==> src/rtl/nonce_result_scan_if.sv <==
// Single-port memory bus shared with the hash block; the scanner drives it as master.
interface nonce_result_scan_if;
    logic        mem_clk;
    logic        mem_we;
    logic [15:0] mem_addr;
    logic [31:0] mem_write_data;
    logic [31:0] mem_read_data;

    modport master (
        output mem_clk, mem_we, mem_addr, mem_write_data,
        input  mem_read_data
    );

    modport slave (
        input  mem_clk, mem_we, mem_addr, mem_write_data,
        output mem_read_data
    );
endinterface

==> src/rtl/nonce_result_scan.sv <==
// Streams NUM_NONCES per-nonce h0 words from memory, tracks hits below target and the
// smallest h0, then writes a two-word summary back through the same memory port.
module nonce_result_scan #(
    parameter int NUM_NONCES = 16,
    parameter int NONCE_W    = 8
) (
    input  logic                  clk,
    input  logic                  reset,
    input  logic                  start,
    input  logic [15:0]           result_addr,
    input  logic [15:0]           summary_addr,
    input  logic [31:0]           target,
    output logic                  done,
    output logic                  found,
    output logic [7:0]            hit_count,
    output logic [NONCE_W-1:0]    best_nonce,
    output logic [31:0]           best_hash,
    nonce_result_scan_if.master   mem
);

    localparam int CNT_W = $clog2(NUM_NONCES + 1);
    localparam logic [CNT_W-1:0] N_C  = CNT_W'(NUM_NONCES);
    localparam logic [CNT_W-1:0] LAST = CNT_W'(NUM_NONCES - 1);

    typedef enum logic [2:0] {IDLE, SCAN, WR0, WR1, DONE} state_t;

    state_t               state_q, state_d;
    logic [15:0]          ra_q, ra_d;
    logic [15:0]          sa_q, sa_d;
    logic [31:0]          tgt_q, tgt_d;
    logic [CNT_W-1:0]     iss_cnt_q, iss_cnt_d;
    logic [CNT_W-1:0]     rd_idx_q, rd_idx_d;
    // Read-in-flight tracker: bit 0 = address issued last edge, bit 1 = data lands this edge.
    logic [1:0]           vld_pipe_q, vld_pipe_d;
    logic                 mem_we_q, mem_we_d;
    logic [15:0]          mem_addr_q, mem_addr_d;
    logic [31:0]          mem_wdata_q, mem_wdata_d;
    logic                 done_q, done_d;
    logic                 found_q, found_d;
    logic [7:0]           hit_q, hit_d;
    logic [NONCE_W-1:0]   bn_q, bn_d;
    logic [31:0]          bh_q, bh_d;

    always_comb begin
        state_d     = state_q;
        ra_d        = ra_q;
        sa_d        = sa_q;
        tgt_d       = tgt_q;
        iss_cnt_d   = iss_cnt_q;
        rd_idx_d    = rd_idx_q;
        vld_pipe_d  = {vld_pipe_q[0], 1'b0};
        mem_we_d    = 1'b0;
        mem_addr_d  = mem_addr_q;
        mem_wdata_d = mem_wdata_q;
        done_d      = done_q;
        found_d     = found_q;
        hit_d       = hit_q;
        bn_d        = bn_q;
        bh_d        = bh_q;

        case (state_q)
            IDLE, DONE: begin
                done_d = (state_q == DONE);
                if (start) begin
                    ra_d          = result_addr;
                    sa_d          = summary_addr;
                    tgt_d         = target;
                    mem_addr_d    = result_addr;
                    iss_cnt_d     = CNT_W'(1);
                    rd_idx_d      = '0;
                    vld_pipe_d[0] = 1'b1;
                    done_d        = 1'b0;
                    found_d       = 1'b0;
                    hit_d         = 8'd0;
                    bn_d          = '0;
                    bh_d          = 32'hFFFF_FFFF;
                    state_d       = SCAN;
                end
            end
            SCAN: begin
                if (iss_cnt_q < N_C) begin
                    mem_addr_d    = ra_q + 16'(iss_cnt_q);
                    iss_cnt_d     = iss_cnt_q + CNT_W'(1);
                    vld_pipe_d[0] = 1'b1;
                end
                if (vld_pipe_q[1]) begin
                    if (mem.mem_read_data < tgt_q) begin
                        hit_d   = hit_q + 8'd1;
                        found_d = 1'b1;
                    end
                    // Strict compare keeps the lower nonce on ties.
                    if (mem.mem_read_data < bh_q) begin
                        bh_d = mem.mem_read_data;
                        bn_d = NONCE_W'(rd_idx_q);
                    end
                    rd_idx_d = rd_idx_q + CNT_W'(1);
                    if (rd_idx_q == LAST) state_d = WR0;
                end
            end
            WR0: begin
                mem_we_d    = 1'b1;
                mem_addr_d  = sa_q;
                mem_wdata_d = {found_q, 7'b0, hit_q, 8'b0, 8'(bn_q)};
                state_d     = WR1;
            end
            WR1: begin
                mem_we_d    = 1'b1;
                mem_addr_d  = sa_q + 16'd1;
                mem_wdata_d = bh_q;
                state_d     = DONE;
            end
            default: state_d = IDLE;
        endcase
    end

    always_ff @(posedge clk) begin
        if (reset) begin
            state_q     <= IDLE;
            ra_q        <= '0;
            sa_q        <= '0;
            tgt_q       <= '0;
            iss_cnt_q   <= '0;
            rd_idx_q    <= '0;
            vld_pipe_q  <= '0;
            mem_we_q    <= 1'b0;
            mem_addr_q  <= '0;
            mem_wdata_q <= '0;
            done_q      <= 1'b0;
            found_q     <= 1'b0;
            hit_q       <= 8'd0;
            bn_q        <= '0;
            bh_q        <= 32'hFFFF_FFFF;
        end else begin
            state_q     <= state_d;
            ra_q        <= ra_d;
            sa_q        <= sa_d;
            tgt_q       <= tgt_d;
            iss_cnt_q   <= iss_cnt_d;
            rd_idx_q    <= rd_idx_d;
            vld_pipe_q  <= vld_pipe_d;
            mem_we_q    <= mem_we_d;
            mem_addr_q  <= mem_addr_d;
            mem_wdata_q <= mem_wdata_d;
            done_q      <= done_d;
            found_q     <= found_d;
            hit_q       <= hit_d;
            bn_q        <= bn_d;
            bh_q        <= bh_d;
        end
    end

    assign mem.mem_clk        = clk;
    assign mem.mem_we         = mem_we_q;
    assign mem.mem_addr       = mem_addr_q;
    assign mem.mem_write_data = mem_wdata_q;

    assign done       = done_q;
    assign found      = found_q;
    assign hit_count  = hit_q;
    assign best_nonce = bn_q;
    assign best_hash  = bh_q;

endmodule

==> src/flat_wrapper.sv <==
// flat-port wrapper written by rule: the top's interface ports become plain ports
module nonce_result_scan_flat 
#(
    parameter int NUM_NONCES = 16,
    parameter int NONCE_W    = 8
)
  (clk, reset, start, result_addr, summary_addr, target, done, found, hit_count, best_nonce, best_hash, mem_mem_clk, mem_mem_we, mem_mem_addr, mem_mem_write_data, mem_mem_read_data);
  nonce_result_scan_if mem_i ();
  input  logic clk;
  input  logic reset;
  input  logic start;
  input  logic [15:0] result_addr;
  input  logic [15:0] summary_addr;
  input  logic [31:0] target;
  output logic done;
  output logic found;
  output logic [7:0] hit_count;
  output logic [NONCE_W-1:0] best_nonce;
  output logic [31:0] best_hash;
  output wire logic [$bits(mem_i.mem_clk)-1:0] mem_mem_clk;
  output wire logic [$bits(mem_i.mem_we)-1:0] mem_mem_we;
  output wire logic [$bits(mem_i.mem_addr)-1:0] mem_mem_addr;
  output wire logic [$bits(mem_i.mem_write_data)-1:0] mem_mem_write_data;
  input wire logic [$bits(mem_i.mem_read_data)-1:0] mem_mem_read_data;
  assign mem_mem_clk = mem_i.mem_clk;
  assign mem_mem_we = mem_i.mem_we;
  assign mem_mem_addr = mem_i.mem_addr;
  assign mem_mem_write_data = mem_i.mem_write_data;
  assign mem_i.mem_read_data = mem_mem_read_data;
  nonce_result_scan #(.NUM_NONCES(NUM_NONCES), .NONCE_W(NONCE_W)) u_core (.clk(clk), .reset(reset), .start(start), .result_addr(result_addr), .summary_addr(summary_addr), .target(target), .done(done), .found(found), .hit_count(hit_count), .best_nonce(best_nonce), .best_hash(best_hash), .mem(mem_i));
endmodule
==> config.mk <==
export PLATFORM = sky130hd
export DESIGN_NAME = nonce_result_scan_flat
export DESIGN_NICKNAME = d
export VERILOG_FILES = /design/src/rtl/nonce_result_scan_if.sv /design/src/rtl/nonce_result_scan.sv /design/src/flat_wrapper.sv
export SDC_FILE = /design/constraint.sdc
export NUM_CORES = 1
export LEC_CHECK = 0
export CAP_MARGIN = 10
export CORE_UTILIZATION = 51
export CTS_CLUSTER_SIZE = 25
export DETAILED_ROUTE_END_ITERATION = 16
export PLACE_DENSITY = 0.87
export SYNTH_ARGS = -nofsm -noshare
export SYNTH_HDL_FRONTEND = slang
export SYNTH_SLANG_ARGS = --single-unit
==> constraint.sdc <==
create_clock -name clk -period 2.6 [get_ports clk]
set_input_delay 0.52 -clock clk [delete_from_list [all_inputs] [get_ports clk]]
set_output_delay 0.52 -clock clk [all_outputs]
set_load 0.02 [all_outputs]
==> results of run 1 <==
repair_timing:
action / CTS / global route
resized for setup: 6 / 19
endpoints found under the setup margin: 33 / 44
gates cloned: 0 / 0
pin swaps: 2 / 10
state kept, by name, indices dropped and copies added (netlist names):
| register | flops |
|---|---|
| u_core.state_q | 3 |
| u_core.best_nonce | 5 |
| u_core.iss_cnt_q | 5 |
| u_core.vld_pipe_q | 2 |
| u_core.hit_count | 8 |
| u_core.mem.mem_we | 1 |
| u_core.tgt_q | 32 |
| u_core.sa_q | 16 |
| u_core.rd_idx_q | 5 |
| u_core.best_hash | 32 |
| u_core.mem.mem_addr | 16 |
| u_core.ra_q | 16 |
| u_core.found | 1 |
| u_core.mem.mem_write_data | 32 |
| u_core.done | 1 |
cells in the final DEF (no fill, tap or decap), types with 4 or more instances in the layout:
cell type	n
clkdlybuf4s50_1	191
nand2_1	177
dfxtp_1	173
a21oi_1	116
nor2_1	75
buf_4	75
inv_1	70
ha_1	70
nand3_1	44
o22a_1	32
nor3_1	20
clkbuf_16	20
a211oi_1	19
xor2_1	18
xnor2_1	16
o21ai_0	16
mux2i_1	15
a21o_1	12
o221ai_1	12
and3_1	11
nand4_1	11
nand2b_1	8
o21a_1	5
a221o_1	5
buf_12	5
and4_1	4
a221oi_1	4
area by class of cell:
| class | instances | share of cell area (%) |
|---|---|---|
| timing repair buffer | 275 | 21.58 |
| inverter | 71 | 2.198 |
| tap | 220 | 2.260 |
| multi-input combinational | 751 | 39.44 |
| sequential | 175 | 28.78 |
| clock buffer | 24 | 4.448 |
| clock inverter | 12 | 1.294 |
power breakdown:
group / switching, mW / internal [mW]
sequential: 0.0902 / 2.80
combinational: 0.594 / 0.539
clock: 1.15 / 1.79
total: 1.84 / 5.13
per-stage QoR:
step,worst slack [ns],cell area (um^2)
floorplan,0.1329,8783
global placement,-0.5797,11370
detailed placement,-0.6190,11370
CTS,0.004447,12080
global route,-0.06193,12180
finish,0.01175,12180
worst max-delay path: stages:
cell	delay, ns
clkbuf_16	0.12
clkbuf_16	0.13
clkdlybuf4s50_1	0.52
layer usage:
metal  share of wire (%)  up-vias  wire length, um
met2                  48      418            12930
met1                  39     4153            10560
met3                 8.5       83             2281
met5                   0        -                0
met4                 4.0        0             1061
li1                    -     4144                -
kinds of logic (layout without fill, tap and decap cells):
family,count (synthesis),in the layout,share of synthesized area (%)
flip-flops,175,175,39.92
XOR/XNOR,34,34,3.393
AO/OA/AOI/OAI,252,252,18.76
multiplexers,15,15,1.711
buffers and inverters,133,382,6.743
adder cells (fa/ha/maj),73,73,10.49
AND/OR/NAND/NOR,374,374,18.93
other,1,3,0.04273
worst min-delay path by stage:
stage	end	slack (ns)	depth (start not counted)
6_report	u_core.best_hash[14]	0.36	2
4_1_cts	u_core.vld_pipe_q[0]	0.38	2
3_5_place_dp	u_core.vld_pipe_q[1]	0.42	1
2_1_floorplan	u_core.vld_pipe_q[1]	0.41	1
3_3_place_gp	u_core.vld_pipe_q[1]	0.42	1
5_1_grt	u_core.best_hash[14]	0.35	2
==> flow_summary.ini, run 1 <==
[outcome]
outcome = finished clean

[sta]
rsz0062_at_grt = true
worst_slew_pin_slew_ns = 0.5762
slew_viol_final = 0
hold_viol_final = 0
slew_headroom_pct = 61.44
fmax_mhz = 388.6
finalClockSkew_ns = 0.01141
timing.hold.ws_ns = 0.3584
setup_viol = 0
fin_setup_tns_ns = 0
fin_crit_sh_pct = 99.55
fin_crit_ns = 2.588

[placed_design]
finalWeightedCongestion = 0.8724
dp.cells = 1493
portBuffers = 195
hpwlAfterDp_mm = 18.82

[finish]
layout.nets = 1467
diodes = 0
stdcell_count = 1528
drive_gt1_share_pct = 11.09
fin_util_pct = 72.93
multi_input_area_um2 = 4803
n_fill_cell = 1165
seqCellArea_um2 = 3506
syn2layout_area_growth_pct = 38.79

[clocking]
cts_setup_buffers = 0
cts_tree = built
path_clk_slew_ns = 0.06
insertion_delay_ns = 0.55
cts_hold_buf = 0

[floorplan]
dieArea_um2 = 17740
die_x_um = 133.2
ios = 199
start_util_pct = 52.55
fp.dieH_um = 133.2
std_cell_rows = 47
core_um2 = 16700

[setup_path]
worstSetupPathType = clk2out
rrSetupSlack_ns = 0.05
cp-start-kind = clock port
worstPathRequired_ns = 2.08
worstPathMaxFanout = 2
crit_end = mem_mem_clk
arrival_ns = 2.07
reg2regPathDepth = 10
cp-end-kind = output port
rr_endpoint = u_core.hit_count[5]
cp-startpoint = clk
regToRegStartpoint = u_core.tgt_q[10]

[synth]
yosysTopAreaCellShare_pct = 39.92
ys_types = 59
synth_common_cells = 178 x nand2_1, 175 x dfxtp_1, 117 x a21oi_1
synth_ff_type = dfxtp_1
yosys_register_bits = 175
netlist_instances = 1057
synth_enable_flop_cells = 0
syn-cell-area_um2 = 8776
postSynth.asyncResetShare_pct = 0
synth_top_area_cell = dfxtp_1
ys_warn_count = 0
yosysSeqAreaShare_pct = 39.92
synthTopCellsByArea = dfxtp_1 40%, ha_1 10%, nand2_1 7.6%, a21oi_1 6.7%, nor2_1 3.2%
syn_area_per_cell_um2 = 8.303
synth.most_common_cell = nand2_1

[routing]
drtIter0Drc = 627
viasPerCell = 5.758
postRouteAntennaNets = 0
finalWirelength_mm = 26.83
dr.pass1.iters = 5
dr_total_vias = 8798
drc = 0
wl_per_cell_um = 17.56

[grt]
track_usage_pct = 29.81
grt-busiest-layer = met2
grt_pass1_vias = 8479
use_met3_pct = 7.877
met2_usage_pct = 49.94
grt_use_met1_pct = 35.37
grt_antenna_before_repair = 0
grt_pass1_wl_mm = 41.94
grt-ovfl-total = 0
grt_max_degree = 52

[hold_path]
hold_start = mem_mem_read_data[14]
hp-class = in2reg

[power]
leakage_nw = 5.107
total_power_mw = 6.963
peakVddDrop_mv = 0.5082
p_per_area_nw_per_um2 = 571.7

[flow_run]
maxCapViolations = 0
Note: power is estimated with default switching activity, not from simulation.
==> run 2: changes to the inputs <==
Settings changed: CORE_UTILIZATION 51 to 30, CTS_CLUSTER_SIZE 25 to 40, PLACE_DENSITY 0.87 to 0.58.
==> run 2 against run 1 <==
Via count is 6.3% lower; clock power is 6.8% lower; fmax is 0.71% higher; clock skew is 0.0025 ns higher; sequential share of layout area is 0.83 points lower; final cell count is 12% higher.
==> flow_summary.ini, run 2 (synthesis results as in run 1) <==
[sta]
setup_slack_ns = 0.04503
fmax_mhz = 391.4
rsz0062_at_grt = true
setup_viol = 0
fin_crit_sh_pct = 98.27
worst_slew_pin_slew_ns = 0.6288
hold_viol_final = 0
slew_viol_final = 0
finalClockSkew_ns = 0.01395
fin_crit_ns = 2.555
slew_headroom_pct = 58.08

[setup_path]
worstPathRequired_ns = 3.08
reg2regPathDepth = 10
rr_endpoint = u_core.best_hash[22]
crit_chain = clkdlybuf4s50_1, ha_1, a211oi_1, nor2_1, a211o_1, a311o_1, a211oi_2, nand2b_4, buf_12, o22a_1
rrSetupSlack_ns = 0.09
cp-start-kind = input port
cp-end-kind = register
slowest_stage = clkdlybuf4s50_1
critPathMaxStageDelay_ns = 0.53
worstSetupPathType = in2reg
regToRegStartpoint = u_core.best_hash[13]
arrival_ns = 3.03
worstPathMaxFanout = 16

[grt]
grt_antenna_before_repair = 0
grt_max_degree = 128
grt_pass1_vias = 8034
grt_pass1_wl_mm = 42.72
grt-ovfl-total = 0
track_usage_pct = 18.17

[floorplan]
fp.dieH_um = 173.0
die_x_um = 173.0
core_um2 = 28700
std_cell_rows = 62
start_util_pct = 30.58
ios = 199
dieArea_um2 = 29940

[power]
p_per_area_nw_per_um2 = 539.3
peakVddDrop_mv = 0.4060
leakage_nw = 5.272

[clocking]
cts_tree = built
insertion_delay_ns = 0.54
path_clk_slew_ns = 0.07
cts_hold_buf = 0

[finish]
syn2layout_area_growth_pct = 43.03
stdcell_count = 1707
layout.nets = 1482
fin_area_um2 = 12550
final_common_cell = clkdlybuf4s50_1
diodes = 0
mostFrequentLayoutCells = 179 x clkdlybuf4s50_1, 176 x nand2_1, 171 x dfxtp_1
drive_gt1_share_pct = 12.40

[routing]
drtIter0Drc = 507
drc = 0
wl_per_cell_um = 15.71
finalWirelength_mm = 26.81
dr_total_vias = 8245
dr.pass1.iters = 5
viasPerCell = 4.830
postRouteAntennaNets = 0

[hold_path]
holdPathStages = 2
hold_start = mem_mem_read_data[11]
holdPathEnd = u_core.best_hash[11]
hp-class = in2reg

[placed_design]
dp.cells = 1668
place_ws_ns = -0.7166
hpwlAfterDp_mm = 19.44
place_area_um2 = 11670
portBuffers = 195
finalWeightedCongestion = 0.8689

[outcome]
outcome = finished clean

[flow_run]
maxCapViolations = 0
run 2: cell types whose count changed in the layout (fill, tap and decap cells not counted), moves of 3 or more:
cell	delta
inv_6	+3
buf_4	+14
ha_4	+3
dlymetal6s2s_1	+10
bufinv_16	-3
clkdlybuf4s50_1	-12
ha_1	-3
run 2: stage by stage:
stage / utilization, % / setup TNS (ns) / hold slack [ns] / power [mW]
after floorplan: - / 0 / 0.4138 / 3.546
after global placement: 40.65 / -24.26 / 0.4318 / 4.070
after detailed placement: 40.65 / -26.67 / 0.4328 / 4.087
after CTS: 43.12 / 0 / 0.3685 / 6.827
after global routing: 43.73 / -0.5346 / 0.3220 / 7.104
final: 43.73 / 0 / 0.2941 / 6.770
run 2: power breakdown:
part | total [mW] | switching [mW] | leakage [nW] | internal, mW
sequential | 2.88 | 0.0837 | 1.43 | 2.79
combinational | 1.15 | 0.586 | 3.52 | 0.564
clock | 2.74 | 1.22 | 0.320 | 1.52
run 2: routing by layer:
layer	GRT usage (%)	up-vias	part of all wire [%]
li1	-	4173	-
met1	23.02	3828	45
met2	29.74	217	47
met3	4.661	27	5.3
met4	6.453	0	1.9
met5	0	-	0
run 2: cell type report:
type / instances / area [um^2]
Inverter: 71 / 267.8
Multi-Input combinational cell: 751 / 4853
Fill cell: 2905 / 16150
Sequential cell: 175 / 3508
Tap cell: 384 / 480.5
Clock inverter: 12 / 97.59
Timing Repair Buffer: 290 / 2800
Clock buffer: 24 / 544.3
run 2: worst max-delay path by stage:
stage          slack (ns)                   from              endpoint
6_report             0.05  mem_mem_read_data[13]  u_core.best_hash[22]
5_1_grt             -0.03   u_core.best_hash[13]  u_core.best_hash[16]
4_1_cts             0.001                    clk           mem_mem_clk
3_5_place_dp        -0.72  mem_mem_read_data[14]   u_core.hit_count[6]
3_3_place_gp        -0.67  mem_mem_read_data[14]   u_core.hit_count[5]
2_1_floorplan        0.13   mem_mem_read_data[5]  u_core.best_nonce[4]
run 2: what timing repair did:
item	CTS	global route
buffers inserted	1	1
pin swaps	6	20
cloned	1	1
endpoints found under the setup margin	40	45
resized for setup	12	31
run 2: worst max-delay path, delay by kind of cell:
| kind | cells | cell delay [ns] |
|---|---|---|
| buffers and inverters | 2 | 0.70 |
| adder cells (fa/ha/maj) | 1 | 0.26 |
| AO/OA/AOI/OAI | 5 | 1.24 |
| AND/OR/NAND/NOR | 2 | 0.30 |
==> run 3: changes to the inputs <==
Settings changed: PLACE_DENSITY 0.58 to not set.
Clock period 2.6 ns to 2.29 ns, I/O delays scaled along.
==> run 3 against run 2 <==
The flow now finishes with violations (negative setup slack); critical path depth unchanged; first-iteration DRC count rose by 3.6%; final cell count increased by 0.94%; count of clock-buffer cells in the layout fell by 3; highest routed layer unchanged; largest power group is now the clock network; worst setup slack worse by 0.14 ns; sequential power increased by 13%; sequential share of layout area fell by 0.63 points; via count rose by 0.96%; cell area grew 3.4%; critical endpoint is now u_core.best_hash[31]; die area unchanged; wire length is 2.1% higher; combinational power rose by 20%.
==> flow_summary.ini, run 3 (synthesis results as in run 1) <==
[finish]
drive_gt1_share_pct = 17.86
layout.nets = 1497
fin_area_um2 = 12980
stdcell_count = 1723
syn2layout_area_growth_pct = 47.86
n_fill_cell = 2882
fin_util_pct = 45.21
final_common_cell = nand2_1
mostFrequentLayoutCells = 176 x nand2_1, 173 x clkdlybuf4s50_1, 148 x dfxtp_1

[routing]
wl_per_cell_um = 15.89
drc = 0
postRouteAntennaNets = 0
viasPerCell = 4.831
dr_total_vias = 8324
finalWirelength_mm = 27.38
drtIter0Drc = 525
dr.pass1.iters = 4

[floorplan]
die_x_um = 173.0
ios = 199
dieArea_um2 = 29940
std_cell_rows = 62
start_util_pct = 30.58
fp.dieH_um = 173.0
core_um2 = 28700

[clocking]
insertion_delay_ns = 0.55
cts_tree = built
cts_hold_buf = 0
path_clk_slew_ns = 0.07

[setup_path]
worstSetupPathType = in2reg
reg2regPathDepth = 10
worstPathMaxFanout = 12
worstPathRequired_ns = 2.77
cp-end-kind = register
regToRegStartpoint = u_core.best_hash[27]
arrival_ns = 2.87
rr_endpoint = u_core.best_hash[31]
cp-start-kind = input port
rrSetupSlack_ns = -0.08

[placed_design]
hpwlAfterDp_mm = 20.13
dp.cells = 1681
place_area_um2 = 12020
portBuffers = 195
finalWeightedCongestion = 0.8134
place_ws_ns = -0.8256

[flow_run]
maxCapViolations = 0

[sta]
fin_crit_ns = 2.387
setup_viol = 41
timing.hold.ws_ns = 0.3439
worst_slew_pin_slew_ns = 0.8628
slew_headroom_pct = 42.48
rsz0062_at_grt = true
fmax_mhz = 419.0
setup_slack_ns = -0.09671
fin_crit_sh_pct = 104.2
hold_viol_final = 0
fin_setup_tns_ns = -2.258
finalClockSkew_ns = 0.01733
slew_viol_final = 0

[outcome]
outcome = finished, violations left
violations = negative setup slack

[hold_path]
holdPathStages = 3
holdPathEnd = u_core.best_hash[28]
hold_start = mem_mem_read_data[28]
hp-class = in2reg

[power]
leakage_nw = 5.293
p_per_area_nw_per_um2 = 609.3
peakVddDrop_mv = 0.4526
total_power_mw = 7.906

[grt]
grt_antenna_before_repair = 1
grt_max_degree = 78
grt_pass1_wl_mm = 43.19
grt-ovfl-total = 0
grt_pass1_vias = 8165
track_usage_pct = 18.10
-- run 3: layout make-up --
cell class	instances	area, um^2	share of cell area (%)
clock buffer	21	509.2	3.924
timing repair buffer	305	2880	22.20
inverter	71	267.8	2.063
tap	384	480.5	3.703
antenna	1	2.502	0.01928
sequential	175	3545	27.32
multi-input combinational	751	5121	39.47
clock inverter	15	170.2	1.311
-- run 3: timing repair --
item / 4_1_cts / 5_1_grt
setup buffers: 2 / 4
pin swaps: 15 / 18
cloned: 0 / 2
gates resized for setup: 42 / 36
endpoints found under the setup margin: 46 / 50
-- run 3: where the power goes --
group | switching, mW | internal (mW)
combinational | 0.706 | 0.669
clock | 1.47 | 1.80
sequential | 0.0883 | 3.17
total | 2.26 | 5.64
-- run 3: worst max-delay path by stage --
stage | depth (start not counted) | slack [ns] | startpoint | end
floorplan | 10 | -0.007 | mem_mem_read_data[27] | u_core.best_nonce[4]
global placement | 10 | -0.80 | mem_mem_read_data[8] | u_core.hit_count[2]
detailed placement | 10 | -0.83 | mem_mem_read_data[15] | u_core.best_nonce[4]
CTS | 10 | -0.08 | u_core.tgt_q[17] | u_core.hit_count[7]
global route | 9 | -0.20 | u_core.tgt_q[30] | u_core.hit_count[7]
finish | 10 | -0.1 | mem_mem_read_data[24] | u_core.best_hash[31]
-- run 3: worst max-delay path, stage by stage --
cell and delay, ns:
clkdlybuf4s50_1 0.48, ha_1 0.24, a21o_1 0.17, a221o_1 0.32, a221oi_2 0.28, o21ai_2 0.11, a211oi_2 0.25, nand2b_4 0.23
clkbuf_16 0.19, o22a_1 0.14
-- run 3: metal layers --
layer / part of all wire [%] / track usage [%] / up-vias
met4: 0.90 / 4.499 / 0
met1: 45 / 22.66 / 3914
met3: 5.0 / 4.068 / 16
met2: 49 / 31.32 / 186
li1: - / - / 4208
met5: 0 / 0 / -
